$ cat config.mk
export PLATFORM = sky130hd
export DESIGN_NAME = sb_rx_deserializer_flat
export DESIGN_NICKNAME = d
export VERILOG_FILES = /design/src/rtl/sb_rx_deserializer_pkg.sv /design/src/rtl/sb_rx_deserializer_if.sv /design/src/rtl/sb_rx_deserializer.sv /design/src/flat_wrapper.sv
export SDC_FILE = /design/constraint.sdc
export NUM_CORES = 1
export LEC_CHECK = 0
export ABC_CLOCK_PERIOD_IN_PS = 6400
export BUFFER_PORTS_ARGS = -buffer_cell sky130_fd_sc_hd__buf_2
export CORE_MARGIN = 2
export CORE_UTILIZATION = 62
export CTS_CLUSTER_DIAMETER = 150
export DETAILED_ROUTE_END_ITERATION = 6
export PLACE_DENSITY = 0.84
export REMOVE_ABC_BUFFERS = 1
export SYNTH_ARGS = -nofsm -noshare
export SYNTH_HDL_FRONTEND = slang
export SYNTH_SLANG_ARGS = --single-unit
export TNS_END_PERCENT = 5
$ cat constraint.sdc
create_clock -name i_clk -period 6.4 [get_ports i_clk]
set_input_delay 0.32 -clock i_clk [delete_from_list [all_inputs] [get_ports i_clk]]
set_output_delay 0.32 -clock i_clk [all_outputs]
set_load 0.01 [all_outputs]
$ cat src/rtl/sb_rx_deserializer_pkg.sv
// Shared sideband RX definitions: packet geometry, gap rule and the link-training pattern.
package sb_rx_pkg;

  localparam int SB_PKT_W   = 64;
  localparam int SB_GAP_MIN = 32;
  localparam logic [SB_PKT_W-1:0] SB_PATTERN = 64'hAAAA_AAAA_AAAA_AAAA;

  typedef enum logic [1:0] {
    IDLE  = 2'd0,
    SHIFT = 2'd1,
    GAP   = 2'd2
  } sb_rx_state_e;

endpackage

$ cat src/rtl/sb_rx_deserializer_if.sv
// Serial-in / packet-out bundle between the sideband PHY and the deserializer.
interface sb_rx_deserializer_if #(
  parameter int DATA_W = 64
);
  logic              i_enable;
  logic              i_ser_bit;
  logic              i_ser_bit_valid;
  logic [DATA_W-1:0] o_de_ser_data;
  logic              o_de_ser_valid;
  logic              o_frame_err;
  logic              o_gap_err;

  modport slave (
    input  i_enable, i_ser_bit, i_ser_bit_valid,
    output o_de_ser_data, o_de_ser_valid, o_frame_err, o_gap_err
  );

  modport master (
    output i_enable, i_ser_bit, i_ser_bit_valid,
    input  o_de_ser_data, o_de_ser_valid, o_frame_err, o_gap_err
  );
endinterface

$ cat src/rtl/sb_rx_deserializer.sv
// Frames the gated sideband bit stream into LSB-first packets and flags framing
// (valid dropped mid-packet) and inter-packet gap violations.
module sb_rx_deserializer
  import sb_rx_pkg::*;
#(
  parameter int DATA_W  = SB_PKT_W,
  parameter int GAP_MIN = SB_GAP_MIN
) (
  input  logic                 i_clk,
  input  logic                 i_rst,
  sb_rx_deserializer_if.slave  sb
);

  localparam int CNT_W  = $clog2(DATA_W);
  localparam int GCNT_W = $clog2(GAP_MIN + 1);

  sb_rx_state_e        state_q, state_d;
  logic [CNT_W-1:0]    bit_cnt_q, bit_cnt_d;
  logic [GCNT_W-1:0]   gap_cnt_q, gap_cnt_d;
  logic [DATA_W-1:0]   shift_q, shift_d;
  logic [DATA_W-1:0]   data_q, data_d;
  logic                valid_q, valid_d;
  logic                ferr_q, ferr_d;
  logic                gerr_q, gerr_d;

  // FSM control decoded from state and the incoming UI
  logic load_first, shift_in, complete, gap_inc, clr_cnt;
  logic last_bit, gap_short;

  assign last_bit  = (bit_cnt_q == CNT_W'(DATA_W - 1));
  assign gap_short = (gap_cnt_q < GCNT_W'(GAP_MIN));

  always_ff @(posedge i_clk or posedge i_rst) begin
    if (i_rst) state_q <= IDLE;
    else       state_q <= state_d;
  end

  always_comb begin
    state_d    = state_q;
    load_first = 1'b0;
    shift_in   = 1'b0;
    complete   = 1'b0;
    gap_inc    = 1'b0;
    clr_cnt    = 1'b0;
    ferr_d     = 1'b0;
    gerr_d     = 1'b0;
    if (!sb.i_enable) begin
      state_d = IDLE;
      clr_cnt = 1'b1;
    end else begin
      unique case (state_q)
        IDLE: begin
          if (sb.i_ser_bit_valid) begin
            load_first = 1'b1;
            state_d    = SHIFT;
          end
        end
        SHIFT: begin
          if (sb.i_ser_bit_valid) begin
            shift_in = 1'b1;
            if (last_bit) begin
              complete = 1'b1;
              clr_cnt  = 1'b1;
              state_d  = GAP;
            end
          end else begin
            // Partial packet is abandoned; the next packet need not honour a gap.
            ferr_d  = 1'b1;
            clr_cnt = 1'b1;
            state_d = IDLE;
          end
        end
        GAP: begin
          if (sb.i_ser_bit_valid) begin
            load_first = 1'b1;
            gerr_d     = gap_short;
            state_d    = SHIFT;
          end else begin
            gap_inc = 1'b1;
          end
        end
        default: begin
          state_d = IDLE;
          clr_cnt = 1'b1;
        end
      endcase
    end
  end

  always_comb begin
    shift_d   = shift_q;
    bit_cnt_d = bit_cnt_q;
    gap_cnt_d = gap_cnt_q;
    data_d    = data_q;
    valid_d   = complete;
    if (clr_cnt) begin
      bit_cnt_d = '0;
      gap_cnt_d = '0;
    end
    if (load_first) begin
      shift_d[0] = sb.i_ser_bit;
      bit_cnt_d  = CNT_W'(1);
    end else if (shift_in) begin
      shift_d[bit_cnt_q] = sb.i_ser_bit;
      if (!last_bit) bit_cnt_d = bit_cnt_q + CNT_W'(1);
    end
    // Word is taken straight from the final UI so it is visible one cycle later.
    if (complete) data_d = {sb.i_ser_bit, shift_q[DATA_W-2:0]};
    if (gap_inc && gap_short) gap_cnt_d = gap_cnt_q + GCNT_W'(1);
  end

  always_ff @(posedge i_clk or posedge i_rst) begin
    if (i_rst) begin
      bit_cnt_q <= '0;
      gap_cnt_q <= '0;
      shift_q   <= '0;
      data_q    <= '0;
      valid_q   <= 1'b0;
      ferr_q    <= 1'b0;
      gerr_q    <= 1'b0;
    end else begin
      bit_cnt_q <= bit_cnt_d;
      gap_cnt_q <= gap_cnt_d;
      shift_q   <= shift_d;
      data_q    <= data_d;
      valid_q   <= valid_d;
      ferr_q    <= ferr_d;
      gerr_q    <= gerr_d;
    end
  end

  assign sb.o_de_ser_data  = data_q;
  assign sb.o_de_ser_valid = valid_q;
  assign sb.o_frame_err    = ferr_q;
  assign sb.o_gap_err      = gerr_q;

endmodule
$ cat src/flat_wrapper.sv
// flat-port wrapper written by rule: the top's interface ports become plain ports
module sb_rx_deserializer_flat import sb_rx_pkg::*;
#(
  parameter int DATA_W  = SB_PKT_W,
  parameter int GAP_MIN = SB_GAP_MIN
)
  (i_clk, i_rst, sb_i_enable, sb_i_ser_bit, sb_i_ser_bit_valid, sb_o_de_ser_data, sb_o_de_ser_valid, sb_o_frame_err, sb_o_gap_err);
  sb_rx_deserializer_if #(.DATA_W(DATA_W)) sb_i ();
  input  logic i_clk;
  input  logic i_rst;
  input wire logic [$bits(sb_i.i_enable)-1:0] sb_i_enable;
  input wire logic [$bits(sb_i.i_ser_bit)-1:0] sb_i_ser_bit;
  input wire logic [$bits(sb_i.i_ser_bit_valid)-1:0] sb_i_ser_bit_valid;
  output wire logic [$bits(sb_i.o_de_ser_data)-1:0] sb_o_de_ser_data;
  output wire logic [$bits(sb_i.o_de_ser_valid)-1:0] sb_o_de_ser_valid;
  output wire logic [$bits(sb_i.o_frame_err)-1:0] sb_o_frame_err;
  output wire logic [$bits(sb_i.o_gap_err)-1:0] sb_o_gap_err;
  assign sb_i.i_enable = sb_i_enable;
  assign sb_i.i_ser_bit = sb_i_ser_bit;
  assign sb_i.i_ser_bit_valid = sb_i_ser_bit_valid;
  assign sb_o_de_ser_data = sb_i.o_de_ser_data;
  assign sb_o_de_ser_valid = sb_i.o_de_ser_valid;
  assign sb_o_frame_err = sb_i.o_frame_err;
  assign sb_o_gap_err = sb_i.o_gap_err;
  sb_rx_deserializer #(.DATA_W(DATA_W), .GAP_MIN(GAP_MIN)) u_core (.i_clk(i_clk), .i_rst(i_rst), .sb(sb_i));
endmodule
==> qor.csv <==
metric,value,unit
cts.path.max_buffers,2,
overflow,0,
first_global_vias,3954,
ys_seq_elements,144,
crit_chain,ha_1 -> nand3_1 -> nor3_4 -> buf_4 -> mux2_2,
crit_path_end_kind,flop,
timing.fmax,295,MHz
cp-start-kind,flop,
rsz0062_at_grt,false,
final_cell_area,0.00717,sq mm
synthMuxAreaShare,0.222,
vias,3814,
fin_crit_sh,0.529,
coreArea,0.00964,sq mm
nNetsFinal,532,
place_hpwl,7720,um
rrSetupSlack,3.01,ns
synth.cell_area,0.00607,sq mm
grt_pass1_wl,20400,um
syn_avg_cell_area,13.2,sq um
synth_xor_area_frac,0.00144,
cp_slowest_cell,nor3_4,
post_dp_cell_area,0.00647,sq mm
path_delay_family,simple AND/OR/NAND/NOR gates,
chipWidth,103,um
vias_per_cell,5.69,
synth_top_area_share,0.594,
hold_path.class,in2reg,
hold_viol,0,
synth-edff-count,0,
die-area,0.0106,sq mm
synth-async-reset-ratio,1.00,
pin_count,72,
skew,0.00639,ns
synthSimpleGateAreaFrac,0.125,
status,"finished, final reports clean",
layout-drive-gt1-share,0.417,
netlist_instances,459,
cts_root_buf,clkbuf_8,
setup_violations,0,
synth.distinct_cells,43,
critPathMaxStageDelay,0.86,ns
area_growth,18.1,%
yosys_warnings,0,
cts_resized,0,
arrival,3.81,ns
synth_fa_ha_area_frac,0.00412,
ant_nets,0,
maxSlewHeadroom,0.345,
finalPower,0.00211,W
irDropWorstVdd,0.177,mV
yosysTopAreaCell,dfrtp_1,
initial_core_util,0.630,
routed_wl,12600,um
cts_tree,done,
cp_max_fo,45,
cp.required,6.82,ns
synthFlopType,dfrtp_1,
p_leak,3.80,nW
grtUsageTotal,0.258,
die_y,103,um
nFillCells,595,
drt_first_pass_iters,5,
drt_iter0_drc,289,
synth-seq-area-share,0.594,
cts.clk_slew.worst_paths,0.06,ns
tns,0,ns
antenna_found_initial,0,
worst_pin_slew,0.982,ns
finalCriticalPeriod,3.39,ns
crit_type,reg2reg,
synth_area_leaders,"dfrtp_1 (59%), mux2_2 (19%), mux2_1 (2.6%), nand2_1 (2.4%), nor2_1 (2.2%)",
max_cap_viol_count,0,
synth_top_family_by_area,multiplexers,
grt_max_degree,80,
cts_num_sinks,144,
wl_per_cell,18.8,um
io_buffers,71,
std_cell_rows,36,
routabilityCongestion,0.801,
cts_buffers,17,
maxSlewViolCount,0,
drc,0,
synth_compound_area_frac,0.0278,
clock_latency,0.54,ns
hold_slack,0.117,ns
p_per_area,295,mW/mm^2
cp_num_buf_inv,1,
htreeDepth,4,
n_antenna_cell,0,
synth_stat cells, types with 3 or more instances:
cell type and number:
o21ai_0 16, nand2_1 38, buf_2 8, nand3b_1 3, clkbuf_1 13, and3_1 4, nor2_1 35, nand4b_2 3
buf_6 4, or3b_2 3, nand3_1 21, nor3_1 3, mux2_2 105, nor2b_1 4, nor3b_1 6, mux2_1 14
dfrtp_1 144
metal layers:
metal / vias to the layer above / global-route usage / part of all wire
li1: 1747 / - / -
met1: 1915 / 0.333 / 0.41
met2: 118 / 0.417 / 0.51
met3: 34 / 0.0617 / 0.045
met4: 0 / 0.115 / 0.028
met5: - / 0 / 0
cell families after synthesis:
kind of cell    Yosys count
flops                   144
simple gates            135
mux                     120
buf+inv                  29
compound gates           28
fa+ha+maj                 2
xor+xnor                  1
state kept, by name, indices dropped and copies added, names as in the netlist:
signal / flops
u_core.sb.o_de_ser_valid: 1
u_core.sb.o_de_ser_data: 64
u_core.sb.o_gap_err: 1
u_core.gap_cnt_q: 6
u_core.state_q: 2
u_core.sb.o_frame_err: 1
u_core.shift_q: 63
u_core.bit_cnt_q: 6
worst register-to-register path, cell delays in order (launching register included):
cell and delay (ns):
dfrtp_1 0.71, ha_1 0.36, nand3_1 0.24, nor3_4 0.87
buf_4 0.63, mux2_2 0.47
cell usage in the layout (no fill, tap or decap), types with 6 or more instances in the layout:
master / n
nand2_1: 38
o21ai_0: 16
dfrtp_1: 144
nor2_1: 35
bufinv_16: 7
buf_2: 71
clkbuf_16: 16
mux2_1: 14
mux2_2: 105
nor3b_1: 6
nand3_1: 21
power by group:
group / switching (W) / total, W / internal [W]
clock: 0.000368 / 0.00115 / 0.000778
combinational: 0.0000341 / 0.0000433 / 0.00000921
sequential: 0.00000733 / 0.000923 / 0.000916
total: 0.000410 / 0.00211 / 0.00170
metrics by stage:
step / std cells / utilization / worst slack (ns)
finish: 670 / 0.744 / 3.01
global route: 670 / 0.744 / 2.76
CTS: 670 / 0.744 / 3.06
detailed placement: 638 / 0.671 / 3.11
global placement: 638 / 0.671 / 3.29
floorplan: 432 / - / 2.17
final cells by class:
| class | count | area (sq um) | area share |
|---|---|---|---|
| Tap cell | 133 | 166 | 0.0232 |
| Timing Repair Buffer | 74 | 380 | 0.0531 |
| Clock inverter | 11 | 233 | 0.0325 |
| Clock buffer | 20 | 455 | 0.0635 |
| Multi-Input combinational cell | 286 | 2320 | 0.323 |
| Sequential cell | 144 | 3600 | 0.503 |
| Inverter | 2 | 12.5 | 0.00175 |
path summary, 6_finish.rpt:
kind / from / to / depth (start not counted)
worst max-delay path: u_core.bit_cnt_q[0] / u_core.sb.o_de_ser_data[54] / 5
worst min-delay path: sb_i_ser_bit_valid / u_core.sb.o_frame_err / 2
worst max register to register: u_core.bit_cnt_q[0] / u_core.sb.o_de_ser_data[54] / 5
worst min register to register: u_core.sb.o_de_ser_data[45] / u_core.sb.o_de_ser_data[45] / 1
max in group asynchronous: i_rst / u_core.bit_cnt_q[1] / 4
min in group asynchronous: i_rst / u_core.sb.o_de_ser_data[42] / 3
repair_timing:
action                                  in CTS  in global routing
endpoints found under the setup margin       0                  0
setup buffers                                0                  0
hold endpoints to repair                    78                  0
hold buffers                                 1                  0
Power figures use the tool's default switching activity.
